==> src/rtl/muon_pulse_detector_if.sv <==
`timescale 1ns/1ps
`default_nettype none
// ============================================================================
// Module   : muon_pulse_detector_if
// Purpose  : ADC sample stream plus valid/ready event port of the pulse detector.
// Revision : 1.0
// ============================================================================
interface muon_pulse_detector_if #(
  parameter int TS_W = 32
);
  logic [7:0]      adc_data;
  logic            adc_valid;
  logic            evt_valid;
  logic            evt_ready;
  logic [7:0]      evt_peak;
  logic [7:0]      evt_width;
  logic [15:0]     evt_area;
  logic [TS_W-1:0] evt_time;
  logic            evt_trunc;

  modport master (
    output adc_data, adc_valid, evt_ready,
    input  evt_valid, evt_peak, evt_width, evt_area, evt_time, evt_trunc
  );

  modport slave (
    input  adc_data, adc_valid, evt_ready,
    output evt_valid, evt_peak, evt_width, evt_area, evt_time, evt_trunc
  );
endinterface
`default_nettype wire

==> src/rtl/muon_pulse_detector.sv <==
`timescale 1ns/1ps
`default_nettype none
// ============================================================================
// Module   : muon_pulse_detector
// Purpose  : Baseline-tracking pulse extractor for the flash ADC stream; measures
//            peak/width/area and presents one timestamped event at a time.
// Revision : 1.0
// ============================================================================
module muon_pulse_detector #(
  parameter int THRESH  = 20,
  parameter int WARMUP  = 128,
  parameter int HOLDOFF = 16,
  parameter int MAX_LEN = 255,
  parameter int TS_W    = 32
) (
  input  logic                 clk,
  input  logic                 rst_n,
  muon_pulse_detector_if.slave bus,
  output logic [7:0]           baseline,
  output logic                 armed,
  output logic [15:0]          dropped_cnt
);

  localparam int CNT_MAX = (WARMUP > HOLDOFF) ? WARMUP : HOLDOFF;
  localparam int CNT_W   = $clog2(CNT_MAX + 1);
  localparam logic [CNT_W-1:0] C_WARMUP_LAST  = CNT_W'(WARMUP - 1);
  localparam logic [CNT_W-1:0] C_HOLDOFF_LAST = CNT_W'(HOLDOFF - 1);
  localparam logic [7:0]       C_THRESH       = 8'(THRESH);
  localparam logic [7:0]       C_MAX_LEN      = 8'(MAX_LEN);

  typedef enum logic [2:0] {
    S_WARMUP  = 3'd0,
    S_IDLE    = 3'd1,
    S_PULSE   = 3'd2,
    S_EMIT    = 3'd3,
    S_HOLDOFF = 3'd4
  } state_t;

  state_t          state_q,     state_d;
  logic [TS_W-1:0] ts_q,        ts_d;
  logic [10:0]     acc_q,       acc_d;
  logic [CNT_W-1:0] cnt_q,      cnt_d;
  logic            armed_q,     armed_d;
  logic [15:0]     dropped_q,   dropped_d;

  // Pulse under construction
  logic [7:0]      p_peak_q,    p_peak_d;
  logic [7:0]      p_width_q,   p_width_d;
  logic [15:0]     p_area_q,    p_area_d;
  logic [TS_W-1:0] p_time_q,    p_time_d;
  logic            p_trunc_q,   p_trunc_d;

  // Event presented downstream
  logic            evt_valid_q, evt_valid_d;
  logic [7:0]      evt_peak_q,  evt_peak_d;
  logic [7:0]      evt_width_q, evt_width_d;
  logic [15:0]     evt_area_q,  evt_area_d;
  logic [TS_W-1:0] evt_time_q,  evt_time_d;
  logic            evt_trunc_q, evt_trunc_d;

  logic [7:0]  base;
  logic [7:0]  amp;
  logic        above;
  logic        accept;
  logic [10:0] acc_upd;

  always_comb begin
    base    = acc_q[10:3];
    amp     = (bus.adc_data > base) ? (bus.adc_data - base) : 8'd0;
    above   = (amp >= C_THRESH);
    // acc - acc/8 + sample stays within 11 bits for any 8-bit sample
    acc_upd = acc_q + {3'b000, bus.adc_data} - {3'b000, base};
    accept  = evt_valid_q & bus.evt_ready;
  end

  always_comb begin
    state_d     = state_q;
    ts_d        = ts_q + 1'b1;
    acc_d       = acc_q;
    cnt_d       = cnt_q;
    armed_d     = armed_q;
    dropped_d   = dropped_q;
    p_peak_d    = p_peak_q;
    p_width_d   = p_width_q;
    p_area_d    = p_area_q;
    p_time_d    = p_time_q;
    p_trunc_d   = p_trunc_q;
    evt_valid_d = accept ? 1'b0 : evt_valid_q;
    evt_peak_d  = evt_peak_q;
    evt_width_d = evt_width_q;
    evt_area_d  = evt_area_q;
    evt_time_d  = evt_time_q;
    evt_trunc_d = evt_trunc_q;

    case (state_q)
      S_WARMUP: begin
        if (bus.adc_valid) begin
          acc_d = (cnt_q == '0) ? {bus.adc_data, 3'b000} : acc_upd;
          if (cnt_q == C_WARMUP_LAST) begin
            state_d = S_IDLE;
            armed_d = 1'b1;
            cnt_d   = '0;
          end else begin
            cnt_d = cnt_q + 1'b1;
          end
        end
      end

      S_IDLE: begin
        if (bus.adc_valid) begin
          if (above) begin
            p_time_d  = ts_q;
            p_peak_d  = amp;
            p_area_d  = {8'd0, amp};
            p_width_d = 8'd1;
            p_trunc_d = (C_MAX_LEN == 8'd1);
            state_d   = (C_MAX_LEN == 8'd1) ? S_EMIT : S_PULSE;
          end else begin
            acc_d = acc_upd;
          end
        end
      end

      S_PULSE: begin
        if (bus.adc_valid) begin
          if (above) begin
            p_width_d = p_width_q + 8'd1;
            p_area_d  = p_area_q + {8'd0, amp};
            p_peak_d  = (amp > p_peak_q) ? amp : p_peak_q;
            if (p_width_q + 8'd1 == C_MAX_LEN) begin
              p_trunc_d = 1'b1;
              state_d   = S_EMIT;
            end
          end else begin
            state_d = S_EMIT;
          end
        end
      end

      S_EMIT: begin
        // A held event that is being accepted this cycle frees the slot for the new one
        if (!evt_valid_q || accept) begin
          evt_valid_d = 1'b1;
          evt_peak_d  = p_peak_q;
          evt_width_d = p_width_q;
          evt_area_d  = p_area_q;
          evt_time_d  = p_time_q;
          evt_trunc_d = p_trunc_q;
        end else if (dropped_q != 16'hFFFF) begin
          dropped_d = dropped_q + 16'd1;
        end
        cnt_d   = '0;
        state_d = S_HOLDOFF;
      end

      S_HOLDOFF: begin
        if (bus.adc_valid) begin
          if (cnt_q == C_HOLDOFF_LAST) begin
            cnt_d   = '0;
            state_d = S_IDLE;
          end else begin
            cnt_d = cnt_q + 1'b1;
          end
        end
      end

      default: begin
        state_d = S_WARMUP;
        cnt_d   = '0;
      end
    endcase
  end

  always_ff @(posedge clk or negedge rst_n) begin
    if (!rst_n) begin
      state_q     <= S_WARMUP;
      ts_q        <= '0;
      acc_q       <= '0;
      cnt_q       <= '0;
      armed_q     <= 1'b0;
      dropped_q   <= '0;
      p_peak_q    <= '0;
      p_width_q   <= '0;
      p_area_q    <= '0;
      p_time_q    <= '0;
      p_trunc_q   <= 1'b0;
      evt_valid_q <= 1'b0;
      evt_peak_q  <= '0;
      evt_width_q <= '0;
      evt_area_q  <= '0;
      evt_time_q  <= '0;
      evt_trunc_q <= 1'b0;
    end else begin
      state_q     <= state_d;
      ts_q        <= ts_d;
      acc_q       <= acc_d;
      cnt_q       <= cnt_d;
      armed_q     <= armed_d;
      dropped_q   <= dropped_d;
      p_peak_q    <= p_peak_d;
      p_width_q   <= p_width_d;
      p_area_q    <= p_area_d;
      p_time_q    <= p_time_d;
      p_trunc_q   <= p_trunc_d;
      evt_valid_q <= evt_valid_d;
      evt_peak_q  <= evt_peak_d;
      evt_width_q <= evt_width_d;
      evt_area_q  <= evt_area_d;
      evt_time_q  <= evt_time_d;
      evt_trunc_q <= evt_trunc_d;
    end
  end

  assign bus.evt_valid = evt_valid_q;
  assign bus.evt_peak  = evt_peak_q;
  assign bus.evt_width = evt_width_q;
  assign bus.evt_area  = evt_area_q;
  assign bus.evt_time  = evt_time_q;
  assign bus.evt_trunc = evt_trunc_q;
  assign baseline      = acc_q[10:3];
  assign armed         = armed_q;
  assign dropped_cnt   = dropped_q;

endmodule
`default_nettype wire

==> src/flat_wrapper.sv <==
// flat-port wrapper written by rule: the top's interface ports become plain ports
module muon_pulse_detector_flat 
#(
  parameter int THRESH  = 20,
  parameter int WARMUP  = 128,
  parameter int HOLDOFF = 16,
  parameter int MAX_LEN = 255,
  parameter int TS_W    = 32
)
  (clk, rst_n, baseline, armed, dropped_cnt, bus_adc_data, bus_adc_valid, bus_evt_ready, bus_evt_valid, bus_evt_peak, bus_evt_width, bus_evt_area, bus_evt_time, bus_evt_trunc);
  muon_pulse_detector_if #(.TS_W(TS_W)) bus_i ();
  input  logic clk;
  input  logic rst_n;
  output logic [7:0] baseline;
  output logic armed;
  output logic [15:0] dropped_cnt;
  input wire logic [$bits(bus_i.adc_data)-1:0] bus_adc_data;
  input wire logic [$bits(bus_i.adc_valid)-1:0] bus_adc_valid;
  input wire logic [$bits(bus_i.evt_ready)-1:0] bus_evt_ready;
  output wire logic [$bits(bus_i.evt_valid)-1:0] bus_evt_valid;
  output wire logic [$bits(bus_i.evt_peak)-1:0] bus_evt_peak;
  output wire logic [$bits(bus_i.evt_width)-1:0] bus_evt_width;
  output wire logic [$bits(bus_i.evt_area)-1:0] bus_evt_area;
  output wire logic [$bits(bus_i.evt_time)-1:0] bus_evt_time;
  output wire logic [$bits(bus_i.evt_trunc)-1:0] bus_evt_trunc;
  assign bus_i.adc_data = bus_adc_data;
  assign bus_i.adc_valid = bus_adc_valid;
  assign bus_i.evt_ready = bus_evt_ready;
  assign bus_evt_valid = bus_i.evt_valid;
  assign bus_evt_peak = bus_i.evt_peak;
  assign bus_evt_width = bus_i.evt_width;
  assign bus_evt_area = bus_i.evt_area;
  assign bus_evt_time = bus_i.evt_time;
  assign bus_evt_trunc = bus_i.evt_trunc;
  muon_pulse_detector #(.THRESH(THRESH), .WARMUP(WARMUP), .HOLDOFF(HOLDOFF), .MAX_LEN(MAX_LEN), .TS_W(TS_W)) u_core (.clk(clk), .rst_n(rst_n), .bus(bus_i), .baseline(baseline), .armed(armed), .dropped_cnt(dropped_cnt));
endmodule
==> config.mk <==
export PLATFORM = sky130hd
export DESIGN_NAME = muon_pulse_detector_flat
export DESIGN_NICKNAME = d
export VERILOG_FILES = /design/src/rtl/muon_pulse_detector_if.sv /design/src/rtl/muon_pulse_detector.sv /design/src/flat_wrapper.sv
export SDC_FILE = /design/constraint.sdc
export NUM_CORES = 1
export LEC_CHECK = 0
export ABC_AREA = 1
export BUFFER_PORTS_ARGS = -buffer_cell sky130_fd_sc_hd__clkbuf_2
export CORE_ASPECT_RATIO = 1.1
export CORE_MARGIN = 2
export CORE_UTILIZATION = 31
export DETAILED_ROUTE_END_ITERATION = 7
export GPL_TIMING_DRIVEN = 0
export PLACE_DENSITY = 0.48
export SLEW_MARGIN = 30
export SYNTH_ARGS = -nofsm -noshare
export SYNTH_HDL_FRONTEND = slang
export SYNTH_SLANG_ARGS = --single-unit
export TNS_END_PERCENT = 20
==> constraint.sdc <==
create_clock -name clk -period 8 [get_ports clk]
set_input_delay 0.4 -clock clk [delete_from_list [all_inputs] [get_ports clk]]
set_output_delay 0.4 -clock clk [all_outputs]
set_load 0.02 [all_outputs]
==> results.json <==
{
  "run_status": "finished, final reports clean",
  "hold_path.startpoint": "bus_adc_data[7]",
  "synth_cells": 1237,
  "grt_antenna_before_repair": 0,
  "seq_power_share_pct": 28.2,
  "vias": 8381,
  "whs_ps": 238,
  "timing.clock.skew_ps": 10.8,
  "number_of_storage_elements_in_the_synthesis_netlist": 202,
  "most_used_flip_flop_cell_after_synthesis": "dfrtp_1",
  "die_h_um": 199,
  "maxClockFrequency_mhz": 265,
  "maxSlewViolCount": 0,
  "globalRoute.totalOverflow": 0,
  "design_power_total_mw": 5.08,
  "total_area_of_multi_input_combinational_cells_mm2": 0.00480,
  "detail_route.wl_per_cell_um": 14.5,
  "power.leakage_nw": 6.46,
  "clk_latency_ps": 540,
  "cts_inserted_buffers": 25,
  "final_core_utilization_pct": 37.4,
  "crit_path_start_kind": "flop",
  "worst_r2r_endpoint": "u_core.p_area_q[6]$_DFFE_PN0P_",
  "irDropWorstVdd_uv": 222,
  "critical_path_required_ps": 8420,
  "gpl.final_weighted_congestion": 0.824,
  "clkSinkCount": 202,
  "sequential_cell_area_mm2": 0.00505,
  "cp-end-kind": "flop",
  "yosysWarnings": 0,
  "finalNetCount": 1432,
  "port_buffers": 102,
  "setup_tns_ps": 0,
  "detail_route.wirelength_mm": 26.5,
  "start_util_pct": 31.4,
  "dr.pass1.iters": 4,
  "area_delta_synth_final_pct": 19.1,
  "final.min_clock_period_ps": 3780,
  "grt_first_pass_wirelength_mm": 44.5,
  "dpl_worst_slack_ps": 4130,
  "first_global_vias": 8492,
  "holdCritPathClass": "input port to flop",
  "power.share.clock_pct": 24.8,
  "postCtsSetupBuffers": 0,
  "initialDrtViolationCount": 362,
  "timing.hold.worst_path_depth": 5,
  "synth_fp_nets": 1300,
  "grt_usage_pct": 15.1,
  "postLayoutSetupSlackWorst_ps": 4220,
  "crit-reg2reg-launch": "u_core.acc_q[3]$_DFFE_PN0P_",
  "place_inst": 1779,
  "layoutNonFillerInstCount": 1826,
  "grt_start_max_net_pins": 73,
  "tritoncts_clock_tree": "yes",
  "timing_worst_slew_pin_value_ps": 714,
  "final_layout_size_suffix_gt1_share_pct": 17.7,
  "crit_share_post_route_pct": 47.2,
  "finalInstanceArea_mm2": 0.0128,
  "synth_top_area_share_pct": 47.0,
  "dieArea_mm2": 0.0362,
  "finalSetupViolations": 0,
  "n_antenna_cell": 0,
  "synth.area.top_cells": "dfrtp_1 47%, nand2_1 9.8%, inv_1 5.9%",
  "setup_repair_after_global_routing_missed_its_margin": "false",
  "synth_top_area_cell": "dfrtp_1",
  "async_reset_ff_share_pct": 100,
  "ioPinCount": 103,
  "worst_r2r_path_depth": 25,
  "fp.dieW_um": 182,
  "power.share.switching_pct": 43.2,
  "max_clock_buf_depth": 3,
  "dp_hpwl_mm": 19.6,
  "worst_setup_hold_path_clk_slew_ps": 60,
  "worstHoldEndpoint": "u_core.acc_q[10]$_DFFE_PN0P_",
  "power.density_mw_per_mm2": 397,
  "internal_power_mw": 2.89,
  "final_common_cell": "nand2_1",
  "finalHoldViolCount": 0,
  "worstPathMaxFanout": 8,
  "route.antenna.remaining_nets": 0,
  "filler_cell_count": 3506,
  "syn-cell-area_mm2": 0.0108,
  "clock-root-buffer": "clkbuf_16",
  "relSlewSlack_pct": 52.4,
  "coreArea_mm2": 0.0342,
  "power.switching_mw": 2.19,
  "timing.setup.critical_path_class": "flop to flop",
  "timing.critical_path.arrival_ps": 4200,
  "rows": 71,
  "power.combinational.fraction_pct": 47.0,
  "maxCapViolations": 0,
  "synth_enable_flop_cells": 0,
  "yosys.cell_types.count": 47,
  "remaining_drcs": 0,
  "most_used_cells_in_the_layout_excluding_fill_and_tap_cells": "280 x nand2_1, 202 x dfrtp_1, 170 x inv_1",
  "regToRegSetupSlack_ps": 4220,
  "vias_per_cell": 4.59,
  "syn-mean-instance-area_um2": 8.69,
  "synth.yosys.seq_area_share_pct": 47.0,
  "post_dp_cell_area_mm2": 0.0119,
  "cts_htree_levels": 1
}
## power by group through the flow
stage                     clock [mW]  sequential, mW  combinational, mW
after floorplan                    0            1.53               1.67
after global placement             0            1.45               2.39
after detailed placement           0            1.45               2.41
after CTS                       1.30            1.43               2.43
after global routing            1.34            1.47               2.76
final                           1.26            1.43               2.39
## sequential cells by signal (all words and copies together) (netlist names), 8 cells and up
register and cells:
u_core.cnt_q 8, u_core.p_area_q 16, u_core.bus.evt_peak 8, u_core.p_peak_q 8
u_core.ts_q 32, u_core.dropped_cnt 16, u_core.acc_q 11, u_core.p_width_q 8
u_core.bus.evt_area 16, u_core.bus.evt_width 8, u_core.bus.evt_time 32, u_core.p_time_q 32
## logic make-up after synthesis
kind of cell | count (synthesis) | synth area share (%)
fa+ha+maj | 51 | 6.63
buf+inv | 213 | 8.34
flops | 202 | 47.0
simple gates | 516 | 21.2
compound gates | 162 | 8.57
mux | 28 | 2.93
xor+xnor | 65 | 5.30
## Yosys cell counts, drive strengths merged (2+ instances only)
cell type    n
nand2      285
dfrtp      202
inv        173
o21ai      116
nor2        97
nand3       82
xor2        55
ha          41
a21oi       32
mux2        28
buf         24
nand4       21
nor3        17
clkbuf      14
fa          10
xnor2       10
a31oi        5
nor4         5
or2          4
o21bai       3
clkinv       2
nand3b       2
o21a         2
o22ai        2
## per-layer routing
| metal | share of wire [%] | global-route usage, % | vias up |
|---|---|---|---|
| met3 | 4.1 | 2.53 | 37 |
| li1 | - | - | 4240 |
| met1 | 47 | 20.1 | 3979 |
| met4 | 1.9 | 3.40 | 0 |
| met5 | 0 | 0 | - |
| met2 | 47 | 25.7 | 125 |
## critical path, stage by stage, from the launching register on
cell     delay (ps)
dfrtp_1         460
ha_1            240
fa_1            430
inv_2            80
nand3_1          60
nand2_1         100
nand2_1          70
nand2_2          80
nand2_4         100
nor2_1          260
ha_1            270
inv_1            70
fa_1            350
inv_1            70
nand2_1          70
nand2_1          60
nand2_1          50
nand2_1         110
nand2_1          80
nand2_1          70
a21oi_1          70
or2_2           270
nand3_1          60
nand2_1          60
nand2_1          50
o21ai_1          60
## final cells by class
type	count	area share (%)
buffer	38	1.88
clock buffer	31	5.45
clock inverter	15	1.76
inverter	175	5.13
multi-input combinational	822	37.5
sequential	202	39.5
tap	438	4.28
timing repair buffer	105	4.56
## how the worst max path moves through the flow
stage | start | end | slack [ps] | cells past startpoint
final | u_core.acc_q[3]$_DFFE_PN0P_ | u_core.p_area_q[6]$_DFFE_PN0P_ | 4220 | 25
after global routing | u_core.acc_q[3]$_DFFE_PN0P_ | u_core.p_area_q[6]$_DFFE_PN0P_ | 3890 | 25
after CTS | u_core.acc_q[3]$_DFFE_PN0P_ | u_core.p_area_q[6]$_DFFE_PN0P_ | 4210 | 25
after detailed placement | bus_adc_data[0] | u_core.p_area_q[6]$_DFFE_PN0P_ | 4130 | 27
after global placement | rst_n | u_core.bus.evt_time[28]$_DFFE_PN0P_ | 2140 | 1
after floorplan | bus_adc_data[0] | u_core.p_area_q[6]$_DFFE_PN0P_ | 4710 | 26
## repair_timing
item | CTS | global route
hold buffers | 1 | 0
resized for setup | 0 | 0
endpoints found under the hold margin | 61 | 0
Power figures use the tool's default switching activity.
